`src/rtl/instr_fetch_unit.sv`:
```
// Program-memory fetch requester: issues word addresses, captures returned
// instructions and hands them to decode in order over a valid/ready handshake.
module instr_fetch_unit #(
    parameter int                    ADDR_WIDTH = 16,
    parameter int                    DATA_WIDTH = 32,
    parameter logic [ADDR_WIDTH-1:0] RESET_PC   = '0
) (
    input  logic                  clk,
    input  logic                  rst,
    output logic [ADDR_WIDTH-1:0] pm_addr,
    input  logic [DATA_WIDTH-1:0] pm_data,
    input  logic                  redirect_valid,
    input  logic [ADDR_WIDTH-1:0] redirect_addr,
    output logic [DATA_WIDTH-1:0] instr,
    output logic [ADDR_WIDTH-1:0] instr_pc,
    output logic                  instr_valid,
    input  logic                  instr_ready
);

    localparam logic [ADDR_WIDTH-1:0] ADDR_ONE = {{(ADDR_WIDTH-1){1'b0}}, 1'b1};

    logic [ADDR_WIDTH-1:0] fetch_pc_q, fetch_pc_d;
    logic [ADDR_WIDTH-1:0] last_addr_q, last_addr_d;
    logic                  inflight_q, inflight_d;
    logic [DATA_WIDTH-1:0] instr_q, instr_d;
    logic [ADDR_WIDTH-1:0] instr_pc_q, instr_pc_d;
    logic                  instr_valid_q, instr_valid_d;
    logic [DATA_WIDTH-1:0] skid_data_q, skid_data_d;
    logic [ADDR_WIDTH-1:0] skid_pc_q, skid_pc_d;
    logic                  skid_valid_q, skid_valid_d;

    logic       pop;
    logic       issue;
    logic [1:0] occ;
    logic [2:0] committed;

    // Handshake: a word transfers to decode on any rising edge where
    // instr_valid and instr_ready are both high; instr/instr_pc hold otherwise.
    assign pop       = instr_valid_q & instr_ready;
    assign occ       = {1'b0, instr_valid_q} + {1'b0, skid_valid_q};
    assign committed = {1'b0, occ} + {2'b00, inflight_q} - {2'b00, pop};
    assign issue     = redirect_valid | (committed < 3'd2);

    // When not issuing, the previous address is held and the memory output is ignored.
    always_comb begin
        if (rst)                 pm_addr = RESET_PC;
        else if (redirect_valid) pm_addr = redirect_addr;
        else if (issue)          pm_addr = fetch_pc_q;
        else                     pm_addr = last_addr_q;
    end

    always_comb begin
        fetch_pc_d    = fetch_pc_q;
        last_addr_d   = last_addr_q;
        inflight_d    = 1'b0;
        instr_d       = instr_q;
        instr_pc_d    = instr_pc_q;
        instr_valid_d = instr_valid_q;
        skid_data_d   = skid_data_q;
        skid_pc_d     = skid_pc_q;
        skid_valid_d  = skid_valid_q;

        if (issue) begin
            last_addr_d = pm_addr;
            fetch_pc_d  = pm_addr + ADDR_ONE;
            inflight_d  = 1'b1;
        end

        if (redirect_valid) begin
            // The word returning this cycle belongs to the old stream and is dropped.
            instr_valid_d = 1'b0;
            skid_valid_d  = 1'b0;
        end else begin
            if (pop) begin
                instr_valid_d = skid_valid_q;
                instr_d       = skid_data_q;
                instr_pc_d    = skid_pc_q;
                skid_valid_d  = 1'b0;
            end
            if (inflight_q) begin
                if (!instr_valid_d) begin
                    instr_d       = pm_data;
                    instr_pc_d    = last_addr_q;
                    instr_valid_d = 1'b1;
                end else begin
                    skid_data_d  = pm_data;
                    skid_pc_d    = last_addr_q;
                    skid_valid_d = 1'b1;
                end
            end
        end
    end

    always_ff @(posedge clk) begin
        if (rst) begin
            fetch_pc_q    <= RESET_PC;
            last_addr_q   <= RESET_PC;
            inflight_q    <= 1'b0;
            instr_q       <= '0;
            instr_pc_q    <= '0;
            instr_valid_q <= 1'b0;
            skid_data_q   <= '0;
            skid_pc_q     <= '0;
            skid_valid_q  <= 1'b0;
        end else begin
            fetch_pc_q    <= fetch_pc_d;
            last_addr_q   <= last_addr_d;
            inflight_q    <= inflight_d;
            instr_q       <= instr_d;
            instr_pc_q    <= instr_pc_d;
            instr_valid_q <= instr_valid_d;
            skid_data_q   <= skid_data_d;
            skid_pc_q     <= skid_pc_d;
            skid_valid_q  <= skid_valid_d;
        end
    end

    assign instr       = instr_q;
    assign instr_pc    = instr_pc_q;
    assign instr_valid = instr_valid_q;

    // Buffered plus in-flight words may never exceed the two storage slots.
    a_no_overflow: assert property (@(posedge clk) disable iff (rst)
        ({1'b0, occ} + {2'b00, inflight_q}) <= 3'd2);

endmodule

```
`config.mk`:
```
export PLATFORM = sky130hd
export DESIGN_NAME = instr_fetch_unit
export DESIGN_NICKNAME = d
export VERILOG_FILES = /design/src/rtl/instr_fetch_unit.sv
export SDC_FILE = /design/constraint.sdc
export NUM_CORES = 1
export LEC_CHECK = 0
export ABC_AREA = 1
export BUFFER_PORTS_ARGS = -buffer_cell sky130_fd_sc_hd__buf_2
export CAP_MARGIN = 20
export CORE_MARGIN = 2
export CORE_UTILIZATION = 40
export DETAILED_ROUTE_END_ITERATION = 10
export PLACE_DENSITY = 0.72
export SLEW_MARGIN = 15
export SYNTH_ARGS = -nofsm -noshare
export SYNTH_HDL_FRONTEND = slang
export SYNTH_SLANG_ARGS = --single-unit
export TNS_END_PERCENT = 50
```
`constraint.sdc`:
```
create_clock -name clk -period 4 [get_ports clk]
set_input_delay 0.2 -clock clk [delete_from_list [all_inputs] [get_ports clk]]
set_output_delay 0.2 -clock clk [all_outputs]
set_load 0.02 [all_outputs]
```
==> results.toml <==
[run_status]
outcome = "completed"

[finish]
final_cells = 1170
diodes = 0
num-fill-cells = 1498
drive_gt1_share_pct = 19.2
postLayoutCoreUtil_pct = 49.3
area_delta_synth_final_pct = 20.3
final_net_count = 1024

[route]
antenna_left = 0
via_count = 6095
first_iter_violations = 395
via_per_inst = 5.21
routed_wl_um = 16200
dr.pass1.iters = 5
drcViolationCount = 0
routedWlPerCell_um = 13.8

[critical_path]
crit_start = "instr_valid"
critical_path_required_ns = 4.31
ff2ff_setup_slack_ns = 0.68
cp.arrival_ns = 3.63
rr_startpoint = "instr_valid"
crit_fanout = 12
path_class = "reg2reg"
r2r_cells = 19
crit_path_end_kind = "flop"
worstSetupStartpointType = "flop"

[synth]
ys_warn_count = 0
syn-instance-count = 879
ys_seq_area_share_pct = 42.1
netlist.top_cell.by_area = "dfxtp_1"
synth_area_sq_um = 6230
avgSynthCellArea_sq_um = 7.08
ys_seq_elements = 131
ys_types = 35
synth_nets = 934
synthTopCellsByArea = "dfxtp_1 (42%), o21ai_0 (9.5%), nand2_1 (8.8%)"
synth_top_cell_area_share_pct = 42.1

[pwr]
total_power_w = 0.00352
ir_worst_vdd_mv = 0.321
p_per_area_nw_per_um2 = 470
leakagePower_nw = 3.40

[timing]
fin_setup_tns_ns = 0
worst_slack_ns = 0.685
clock.fmax_ghz = 0.302
rsz0062_at_grt = "false"
setup_viol = 0
slew_headroom_pct = 40.3
fin_skew_ns = 0.00853
hold_viol = 0
fin_crit_ns = 3.32
finalCritPeriodShare_pct = 82.9
worst-slew-pin-transition_ns = 0.895
slew_violations = 0

[floorplan]
core_area_sq_um = 15200
die_w_um = 129
die_h_um = 129
die_area_sq_um = 16600
initial_core_util_pct = 41.0
rows = 45
io_pins = 117

[global_routing]
overflow = 0
grt_first_pass_wirelength_um = 26500
grt_pass1_vias = 5320
grt_max_degree = 87
grt_antenna_before_repair = 0
grt_usage_pct = 20.1

[clock_network]
clock-root-buffer = "clkbuf_16"
insertion_delay_ns = 0.42
clkSinkCount = 131
path_clk_slew_ns = 0.06
numCtsBuffers = 17
clockBufferDepth = 2
h-tree-depth = 4
cts_tree = "yes"

[min_path]
hp-class = "in2reg"
hold-path-cell-count = 3
hold_start = "pm_data[17]"

[place]
place_congestion = 0.891
hpwl_um = 10400
dp.cells = 1136
place_ws_ns = 0.738
io_buffers = 116

[flow_run]
cap_violations = 0
-- metrics by stage --
step / instance area [sq um] / hold slack, ns
after detailed placement: 6820 / 0.445
after global routing: 7490 / 0.00878
after CTS: 7490 / 0.000169
final: 7490 / 0.0213
after global placement: 6820 / 0.444
after floorplan: 6230 / 0.335
-- flip-flops by register name (all words and copies together) (netlist names) --
register      cells
inflight_q        1
skid_data_q      32
instr_pc         16
last_addr_q      16
fetch_pc_q       16
skid_pc_q        16
instr            32
skid_valid_q      1
instr_valid       1
-- report_power, final --
part	internal [W]	switching, W
clock network	0.00114	0.000565
logic	0.000141	0.000274
registers	0.00137	0.0000352
-- critical path: stages, from the launching register on --
cell and delay [ns]:
dfxtp_1 0.33, nand2_1 0.32, inv_2 0.07, ha_1 0.28, inv_1 0.04, ha_1 0.27, nand2_2 0.08, nand3_4 0.13
nand2_4 0.06, nor2_4 0.22, nand2_2 0.12, a21oi_4 0.24, ha_1 0.21, nand3_1 0.10, inv_1 0.12, nand2_1 0.10
nor2_2 0.21, nand2_1 0.09, o21ai_0 0.16, nor2_1 0.06
-- layer usage --
metal | up-vias | GRT usage (%) | share of wire, %
met4 | 0 | 6.20 | 1.2
met1 | 2787 | 28.1 | 49
li1 | 3090 | - | -
met5 | - | 0 | 0
met3 | 19 | 5.36 | 6.9
met2 | 199 | 30.2 | 43
-- cell type report --
| cell class | count | area, sq um | area share [%] |
|---|---|---|---|
| clock inverter | 10 | 179 | 2.39 |
| tap | 188 | 235 | 3.14 |
| sequential | 131 | 2620 | 35.0 |
| inverter | 103 | 389 | 5.20 |
| multi-input combinational | 590 | 2940 | 39.2 |
| timing repair buffer | 126 | 661 | 8.82 |
| clock buffer | 22 | 464 | 6.20 |
-- worst paths after layout --
path,endpoint
worst max-delay path,fetch_pc_q[8]
worst min register to register,skid_data_q[28]
worst max register to register,fetch_pc_q[8]
worst min-delay path,skid_data_q[17]
-- layout by cell type, fill, tap and decap left out, types with 5 or more instances in the layout --
cell type and instances:
nand3_1 23, inv_1 96, buf_2 116, a21oi_1 22, dfxtp_1 131, o21ai_0 118
nor2_1 137, bufinv_16 5, nand4_1 9, clkbuf_16 17, nor2_2 5, o211ai_1 45
nand2_2 11, o22ai_1 43, nand2_1 146, buf_4 8, a211oi_1 6
-- cells by family after synthesis --
logic type                 Yosys count  share of synthesized area, %
xor gates and xnor gates             2                         0.281
DFF                                131                          42.1
and+or+nand+nor                    345                          23.7
buffers and inverters              158                          10.7
AOI/OAI and AO/OA                  240                          22.5
adders and majority gates            3                         0.603
-- cell usage after synthesis (all sizes together) --
| library cell | n |
|---|---|
| a211oi | 6 |
| a21oi | 23 |
| buf | 14 |
| clkbuf | 41 |
| clkinv | 3 |
| dfxtp | 131 |
| ha | 3 |
| inv | 100 |
| nand2 | 158 |
| nand3 | 29 |
| nand4 | 9 |
| nor2 | 145 |
| nor3 | 1 |
| o2111ai | 1 |
| o211ai | 45 |
| o21ai | 121 |
| o22ai | 43 |
| o31ai | 1 |
| or2 | 3 |
| xor2 | 2 |
-- what timing repair did --
action / 4_1_cts / 5_1_grt
hold buffers: 2 / 0
endpoints found under the hold margin: 2 / 0
resized for setup: 0 / 0
buffers inserted: 0 / 0
Note: power is estimated with default switching activity, not from simulation.
